==> src/rtl/bfm_ahb_arb2.sv <==
// bfm_ahb_arb2: two-master AHB-Lite arbiter/mux in front of a single slave BFM.
// The address phase follows the address owner (own), write data and responses
// follow the data-phase owner (down). Ownership only moves on an owner-IDLE,
// unlocked boundary, which costs the waiting master one dead cycle.
// Optional statistics counters: define BFM_AHB_ARB2_STATS_EN.
module bfm_ahb_arb2 #(
  parameter int DEFAULT_OWNER = 0,
  parameter int TPD           = 1
) (
  input  logic        HCLK,
  input  logic        HRESET,
  input  logic [1:0]  M0_HTRANS,
  input  logic [31:0] M0_HADDR,
  input  logic        M0_HWRITE,
  input  logic [2:0]  M0_HSIZE,
  input  logic [2:0]  M0_HBURST,
  input  logic [3:0]  M0_HPROT,
  input  logic        M0_HMASTLOCK,
  input  logic [31:0] M0_HWDATA,
  output logic [31:0] M0_HRDATA,
  output logic        M0_HREADY,
  output logic        M0_HRESP,
  input  logic [1:0]  M1_HTRANS,
  input  logic [31:0] M1_HADDR,
  input  logic        M1_HWRITE,
  input  logic [2:0]  M1_HSIZE,
  input  logic [2:0]  M1_HBURST,
  input  logic [3:0]  M1_HPROT,
  input  logic        M1_HMASTLOCK,
  input  logic [31:0] M1_HWDATA,
  output logic [31:0] M1_HRDATA,
  output logic        M1_HREADY,
  output logic        M1_HRESP,
  output logic        S_HSEL,
  output logic [1:0]  S_HTRANS,
  output logic [31:0] S_HADDR,
  output logic        S_HWRITE,
  output logic [2:0]  S_HSIZE,
  output logic [2:0]  S_HBURST,
  output logic [3:0]  S_HPROT,
  output logic        S_HMASTLOCK,
  output logic [31:0] S_HWDATA,
  output logic        S_HREADYIN,
  input  logic        S_HREADYOUT,
  input  logic [31:0] S_HRDATA,
  input  logic        S_HRESP
`ifdef BFM_AHB_ARB2_STATS_EN
  ,
  output logic [15:0] M0_WAITCNT,
  output logic [15:0] M1_WAITCNT,
  output logic [15:0] SWITCHCNT
`endif
);

  // TPD is a simulation timing annotation of the bridge BFM; this RTL is
  // zero-delay, so the parameter is only range-checked at elaboration.
  if (DEFAULT_OWNER < 0 || DEFAULT_OWNER > 1 || TPD < 0) begin : g_bad_param
    $error("bfm_ahb_arb2: DEFAULT_OWNER must be 0/1 and TPD non-negative");
  end

  localparam logic OWN_RST = (DEFAULT_OWNER == 1);

  logic own_q, own_d;
  logic dv_q, dv_d;
  logic down_q, down_d;

  logic req0, req1, req_own, req_oth, lock_own;

  assign req0     = M0_HTRANS[1];
  assign req1     = M1_HTRANS[1];
  assign req_own  = own_q ? req1 : req0;
  assign req_oth  = own_q ? req0 : req1;
  assign lock_own = own_q ? M1_HMASTLOCK : M0_HMASTLOCK;

  // State register: async reset drops any in-flight data phase.
  always_ff @(posedge HCLK or posedge HRESET) begin
    if (HRESET) begin
      own_q  <= OWN_RST;
      dv_q   <= 1'b0;
      down_q <= OWN_RST;
    end else begin
      own_q  <= own_d;
      dv_q   <= dv_d;
      down_q <= down_d;
    end
  end

  // Next state: advance only on a ready boundary; hand over only when the
  // owner is neither requesting nor locked (so it has no pending address).
  always_comb begin
    own_d  = own_q;
    dv_d   = dv_q;
    down_d = down_q;
    if (S_HREADYOUT) begin
      dv_d   = req_own;
      down_d = own_q;
      if (!req_own && !lock_own && req_oth) own_d = ~own_q;
    end
  end

  // Outputs: address mux by own, write data and responses by down, and a
  // requesting non-owner is stalled so it holds its address.
  always_comb begin
    S_HSEL      = 1'b1;
    S_HREADYIN  = S_HREADYOUT;
    S_HTRANS    = own_q ? M1_HTRANS    : M0_HTRANS;
    S_HADDR     = own_q ? M1_HADDR     : M0_HADDR;
    S_HWRITE    = own_q ? M1_HWRITE    : M0_HWRITE;
    S_HSIZE     = own_q ? M1_HSIZE     : M0_HSIZE;
    S_HBURST    = own_q ? M1_HBURST    : M0_HBURST;
    S_HPROT     = own_q ? M1_HPROT     : M0_HPROT;
    S_HMASTLOCK = own_q ? M1_HMASTLOCK : M0_HMASTLOCK;
    S_HWDATA    = down_q ? M1_HWDATA   : M0_HWDATA;
    M0_HRDATA   = S_HRDATA;
    M1_HRDATA   = S_HRDATA;
    M0_HREADY   = own_q  ? ~req0 : S_HREADYOUT;
    M1_HREADY   = own_q  ? S_HREADYOUT : ~req1;
    M0_HRESP    = dv_q && !down_q && S_HRESP;
    M1_HRESP    = dv_q &&  down_q && S_HRESP;
  end

`ifdef BFM_AHB_ARB2_STATS_EN
  logic [15:0] m0_wait_q, m0_wait_d;
  logic [15:0] m1_wait_q, m1_wait_d;
  logic [15:0] sw_q, sw_d;

  // Statistics next state: wait counters saturate, switch counter wraps.
  always_comb begin
    m0_wait_d = m0_wait_q;
    m1_wait_d = m1_wait_q;
    sw_d      = sw_q;
    if (req0 && own_q  && m0_wait_q != 16'hFFFF) m0_wait_d = m0_wait_q + 16'd1;
    if (req1 && !own_q && m1_wait_q != 16'hFFFF) m1_wait_d = m1_wait_q + 16'd1;
    if (own_d != own_q) sw_d = sw_q + 16'd1;
  end

  // Statistics registers, cleared with the arbiter state.
  always_ff @(posedge HCLK or posedge HRESET) begin
    if (HRESET) begin
      m0_wait_q <= 16'd0;
      m1_wait_q <= 16'd0;
      sw_q      <= 16'd0;
    end else begin
      m0_wait_q <= m0_wait_d;
      m1_wait_q <= m1_wait_d;
      sw_q      <= sw_d;
    end
  end

  assign M0_WAITCNT = m0_wait_q;
  assign M1_WAITCNT = m1_wait_q;
  assign SWITCHCNT  = sw_q;
`endif

endmodule

==> config.mk <==
export PLATFORM = sky130hd
export DESIGN_NAME = bfm_ahb_arb2
export DESIGN_NICKNAME = d
export VERILOG_FILES = /design/src/rtl/bfm_ahb_arb2.sv
export SDC_FILE = /design/constraint.sdc
export NUM_CORES = 1
export LEC_CHECK = 0
export CAP_MARGIN = 40
export CORE_AREA = 2 2 133 135
export CTS_BUF_LIST = sky130_fd_sc_hd__clkbuf_8
export CTS_CLUSTER_SIZE = 12
export DETAILED_ROUTE_END_ITERATION = 7
export DIE_AREA = 0 0 135 137
export GPL_ROUTABILITY_DRIVEN = 0
export PLACE_DENSITY = 0.58
export SYNTH_ARGS = -nofsm -noshare
export SYNTH_HDL_FRONTEND = slang
export SYNTH_SLANG_ARGS = --single-unit
==> constraint.sdc <==
create_clock -name HCLK -period 3.35 [get_ports HCLK]
set_input_delay 0.67 -clock HCLK [delete_from_list [all_inputs] [get_ports HCLK]]
set_output_delay 0.67 -clock HCLK [all_outputs]
set_load 0.005 [all_outputs]
==> summary.md, run 1 <==
| Metric | Value |
|---|---|
| Filler instances | `1828` |
| Max-slew violations | `0` |
| Final critical-path setup slack | `0.552 ns` |
| CP Capture Type | `output port` |
| Seq/Total Area, Yosys | `4.62%` |
| Avg Synthesized Cell Area | `9.39 um^2` |
| Routed length per instance | `13.9 um` |
| Post-DP HPWL | `7050 um` |
| Detailed-route DRC error count | `0` |
| WHS Endpoint | `dv_q` |
| Max Used Layer | `met4` |
| Met2 wire length | `3940 um` |
| CP Max Fanout | `32` |
| Area Overhead vs Synth | `136%` |
| H-tree depth | `1` |
| Reg2Reg Depth | `2` |
| Setup TNS | `0 ns` |
| WP data arrival | `2.13 ns` |
| Met3 Routed Length | `1030 um` |
| Number of setup buffers added after CTS | `0` |
| Clk_lat worst skew | `0.21 ns` |
| CTS tree | `yes` |
| WL final | `7930 um` |
| Min-delay worst type | `reg2reg` |
| Period Utilization, post-route | `83.5%` |
| Fmax | `0.357 GHz` |
| Hold Path Depth | `1` |
| DR vias | `1885` |
| Clock Tree Root | `clkbuf_8` |
| Synthesized cell area | `0.00163 mm^2` |
| Core area | `0.0171 mm^2` |
| # IOs | `340` |
| IO Port Bufs | `242` |
| Yosys cell types | `17` |
| Final ANT Viol Nets | `0` |
| Row count | `48` |
| Worst VDD drop | `0.118 mV` |
| Synthesis-stage register bit count | `3` |
| Post-CTS Resized | `0` |
| CTS Buf Count | `3` |
| Skew final | `0.00101 ns` |
| Die Y | `137 um` |
| Max Cap Viol | `0` |
| Worst Setup Start Kind | `flop` |
| DR pass1 iterations | `4` |
| Vias in the first global route | `1958` |
| Worst-path clk slew | `0.03 ns` |
| Final antenna diode count | `0` |
| Worst Max-Slew Pin Slew | `0.644 ns` |
| Clock buffer depth | `2` |
| Worst slack, placed | `0.726 ns` |
| R2r setup slk | `1.84 ns` |
| Total grt overflow | `0` |
| Gate count of the mapped netlist | `173` |
| Initial Util | `9.53%` |
| Layout Nets | `539` |
| HP Start | `dv_q` |
| Lkg Pwr | `1.41 nW` |
| Antenna violations before repair | `0` |
| Placed insts | `567` |
| Chip Width | `135 um` |
| Largest net degree at the start of global routing | `33` |
| Share of layout cells above drive strength 1 | `25.7%` |
| Hold Vio Cnt, Final | `0` |
| Sink Count | `3` |
| Cts hold-fix bufs | `0` |
| Die ar. | `0.0185 mm^2` |
| Synth Warn # | `0` |
| Min Tclk post-route | `2.80 ns` |
| First-pass GRT wire length | `10400 um` |
| Status | `completed` |
| Post-DR vias/cell | `3.30` |
| Reg-to-Reg Start | `own_q` |
| Slew margin rel. | `57.0%` |
| Syn Nets | `365` |
| Setup CP Type | `reg2out` |
| RSZ-0062 raised after global routing | `no` |
| Metal-1 WL | `2840 um` |
| Total GRT Usage | `7.33%` |
| Initial drt markers | `12` |
| FF-to-FF End | `dv_q` |
| Pwr Density | `172 mW/mm^2` |
| Finish-stage setup viols | `0` |
| Crit path required time | `2.68 ns` |
| Non-Filler Instances | `571` |
-- area by class of cell --
| cell class | count | area, um^2 | share of cell area (%) |
|---|---|---|---|
| Clock inverter | 1 | 3.75 | 0.0978 |
| Tap cell | 225 | 282 | 7.33 |
| Inverter | 2 | 7.51 | 0.196 |
| Multi-Input combinational cell | 91 | 976 | 25.4 |
| Clock buffer | 3 | 41.3 | 1.08 |
| Timing Repair Buffer | 246 | 2450 | 63.9 |
| Sequential cell | 3 | 76.3 | 1.99 |
-- placed cells by master (no fill, tap or decap), drive strengths merged --
cell type,netlist,routed
nand3,1,1
a21oi,1,1
mux2,80,80
buf,77,4
mux2i,1,1
clkdlybuf4s50,0,242
clkbuf,0,3
nand2,1,1
conb,1,1
o21ai,1,1
and3,1,1
dfrtp,3,3
inv,2,3
nand4bb,1,1
nor2,2,2
a21bo,1,1
-- synthesized netlist by cell type --
library cell	number	area (um^2)
conb_1	1	3.75
nand2_1	1	3.75
buf_2	6	30.0
nor2_1	2	7.51
a21bo_2	1	10.0
inv_1	2	7.51
buf_6	1	11.3
buf_4	70	526
nand4bb_1	1	11.3
and3_1	1	6.26
nand3_1	1	5.00
mux2i_1	1	10.0
o21ai_0	1	5.00
a21oi_1	1	5.00
mux2_2	78	878
dfrtp_1	3	75.1
mux2_4	2	30.0
-- worst max path at each step --
stage                            start     endpoint  slack [ns]  cells past startpoint
after global routing             own_q  S_HADDR[21]        0.46                      3
after detailed placement   S_HREADYOUT    M0_HREADY        0.73                      4
after floorplan           M0_HTRANS[1]  S_HTRANS[1]        1.62                      2
after CTS                        own_q  S_HADDR[18]        0.52                      3
final                            own_q  S_HADDR[18]        0.55                      3
after global placement     S_HREADYOUT    M1_HREADY        0.71                      4
-- registers in the layout (all words and copies together), names as in the netlist --
| signal | flops |
|---|---|
| down_q | 1 |
| dv_q | 1 |
| own_q | 1 |
-- routing by layer --
| layer | track usage (%) | vias to the layer above |
|---|---|---|
| met5 | 0 | - |
| met1 | 8.22 | 804 |
| met2 | 13.6 | 187 |
| met4 | 1.62 | 0 |
| li1 | - | 874 |
| met3 | 2.30 | 20 |
-- kinds of logic after synthesis --
family                 after synthesis  synth area share, %
flip-flops                           3                 4.62
AO/OA/AOI/OAI                        3                 1.23
buffers and inverters               79                 35.3
other                                1                0.231
AND/OR/NAND/NOR                      6                 2.08
multiplexers                        81                 56.5
-- per-stage QoR --
step	hold WS (ns)	power, mW	cell area, um^2	util (%)
floorplan	0.424	0.251	1630	-
global placement	0.521	0.567	3790	22.2
detailed placement	0.522	0.568	3790	22.2
CTS	0.526	0.675	3840	22.5
global route	0.553	0.704	3840	22.5
finish	0.524	0.661	3840	22.5
-- report_power, final --
part / total [mW] / switching [mW] / internal (mW) / leakage [nW]
sequential: 0.0489 / 0.00912 / 0.0398 / 0.0299
clock: 0.101 / 0.0228 / 0.0779 / 0.0269
combinational: 0.511 / 0.128 / 0.383 / 1.35
total: 0.661 / 0.160 / 0.501 / 1.41
-- critical path: stages, from the launching register on --
cell             delay, ns
dfrtp_2               0.77
buf_4                 0.32
mux2_2                0.35
clkdlybuf4s50_1       0.46
(Power assumes the default switching activity.)
==> run 2: changes to the inputs <==
--- a/config.mk
+++ b/config.mk
@@ -6,13 +6,13 @@
 export NUM_CORES = 1
 export LEC_CHECK = 0
 export CAP_MARGIN = 40
-export CORE_AREA = 2 2 133 135
+export CORE_AREA = 2 2 132 134
 export CTS_BUF_LIST = sky130_fd_sc_hd__clkbuf_8
 export CTS_CLUSTER_SIZE = 12
 export DETAILED_ROUTE_END_ITERATION = 7
-export DIE_AREA = 0 0 135 137
+export DIE_AREA = 0 0 134 136
 export GPL_ROUTABILITY_DRIVEN = 0
-export PLACE_DENSITY = 0.58
+export PLACE_DENSITY = 0.59
 export SYNTH_ARGS = -nofsm -noshare
 export SYNTH_HDL_FRONTEND = slang
 export SYNTH_SLANG_ARGS = --single-unit
==> constraint.sdc (replaced) <==
create_clock -name HCLK -period 2.72 [get_ports HCLK]
set_input_delay 0.544 -clock HCLK [delete_from_list [all_inputs] [get_ports HCLK]]
set_output_delay 0.544 -clock HCLK [all_outputs]
set_load 0.005 [all_outputs]
==> summary.md, run 2 (same netlist as run 1, synthesis figures left out) <==
| Metric | Value |
|---|---|
| Placed cell area | `0.00381 mm^2` |
| Critical Path, Cell by Cell | `buf_12 > mux2_2 > clkdlybuf4s50_1` |
| Die ar. | `0.0182 mm^2` |
| Routed length per instance | `12.4 um` |
| Most frequent cells in the layout | `242 x clkdlybuf4s50_1, 78 x mux2_2, 3 x inv_1, 3 x clkbuf_8` |
| Skew final | `0.000740 ns` |
| Worst-path clk slew | `0.03 ns` |
| Pwr Density | `210 mW/mm^2` |
| First-pass GRT wire length | `10100 um` |
| Post-DR vias/cell | `3.29` |
| DR pass1 iterations | `2` |
| Row count | `48` |
| Cts hold-fix bufs | `0` |
| Final ANT Viol Nets | `0` |
| Layout Nets | `538` |
| Pwr Total | `811 uW` |
| H-tree depth | `1` |
| # IOs | `340` |
| Lkg Pwr | `1.42 nW` |
| WP data arrival | `1.88 ns` |
| Initial drt markers | `21` |
| DR vias | `1873` |
| Initial Util | `9.63%` |
| Crit path required time | `2.18 ns` |
| Post-DP HPWL | `6280 um` |
| Critical path's slowest cell | `dfrtp_2` |
| Clk_lat worst skew | `0.22 ns` |
| Total grt overflow | `0` |
| Finish-stage setup viols | `0` |
| Setup CP Type | `reg2out` |
| CTS tree | `yes` |
| Crit-path max cell delay | `0.52 ns` |
| Final instance area | `0.00386 mm^2` |
| Max-slew violations | `0` |
| Sink Count | `3` |
| IO Port Bufs | `242` |
| CP Capture Type | `output port` |
| Clock Tree Root | `clkbuf_8` |
| Chip Width | `134 um` |
| Buf+Inv Stages, Crit Path | `2` |
| Commonest non-fill, non-tap cell in the layout | `clkdlybuf4s50_1` |
| CTS Buf Count | `3` |
| Number of setup buffers added after CTS | `0` |
| Largest registers | `down_q x1, dv_q x1, own_q x1` |
| Post-CTS Resized | `0` |
| Die Y | `136 um` |
| Period Utilization, post-route | `89.1%` |
| Final antenna diode count | `0` |
| Largest net degree at the start of global routing | `43` |
| Vias in the first global route | `2051` |
| Fmax | `0.413 GHz` |
| Worst VDD drop | `0.141 mV` |
| CP Max Fanout | `42` |
| Max Cap Viol | `0` |
| Total GRT Usage | `6.97%` |
| Min-delay worst type | `in2async` |
| Core area | `0.0169 mm^2` |
| Antenna violations before repair | `0` |
| Worst Setup Start Kind | `flop` |
| Setup TNS | `0 ns` |
| Detailed-route DRC error count | `0` |
| WL final | `7070 um` |
| Clock buffer depth | `2` |
| Area Overhead vs Synth | `137%` |
| Hold Vio Cnt, Final | `0` |
| R2r setup slk | `1.19 ns` |
| CP delay by family, top | `buffers and inverters` |
| Status | `completed` |
| Final core utilization | `22.8%` |
| RSZ-0062 raised after global routing | `no` |
| Share of layout cells above drive strength 1 | `25.5%` |
| Min Tclk post-route | `2.42 ns` |
## run 2: changes by cell type in the layout (fill, tap and decap cells not counted), sizes merged
cell	before	now
buf	4	3
## run 2: worst reg2reg max path: stages, from the launching register on
cell,delay [ns]
dfrtp_2,0.52
buf_12,0.26
mux2_4,0.36
mux2_4,0.26
## run 2: final timing paths
kind,from,endpoint,depth (start not counted)
hold reg to reg,down_q,down_q,1
max in group asynchronous,HRESET,own_q,2
hold / removal,HRESET,dv_q,2
setup reg to reg,own_q,dv_q,3
setup / recovery,own_q,S_HADDR[0],3
min in group HCLK,down_q,down_q,1
## run 2: layer usage
metal / part of all wire [%] / vias to the layer above / global-route usage (%)
met3: 15 / 17 / 2.65
met4: 2.2 / 0 / 2.60
li1: - / 872 / -
met5: 0 / - / 0
met1: 28 / 801 / 5.68
met2: 55 / 183 / 14.7
## run 2: area by class of cell
type	instances	area, um^2
clock buffer	3	41.3
clock inverter	1	3.75
fill	1770	13000
inverter	2	7.51
multi-input combinational	91	976
sequential	3	76.3
tap	225	282
timing repair buffer	245	2470
## run 2: per-stage QoR
step	hold slack [ns]	std cells	setup WS [ns]
final	0.535	570	0.297
after global routing	0.571	570	0.230
after CTS	0.549	570	0.281
after detailed placement	0.571	566	0.370
after global placement	0.577	566	0.393
after floorplan	0.298	173	1.19
## run 2: report_power, final
part	total (mW)	switching [mW]	internal, mW
Combinational	0.628	0.152	0.476
Sequential	0.0572	0.00817	0.0491
Clock	0.126	0.0296	0.0961
Total	0.811	0.190	0.621
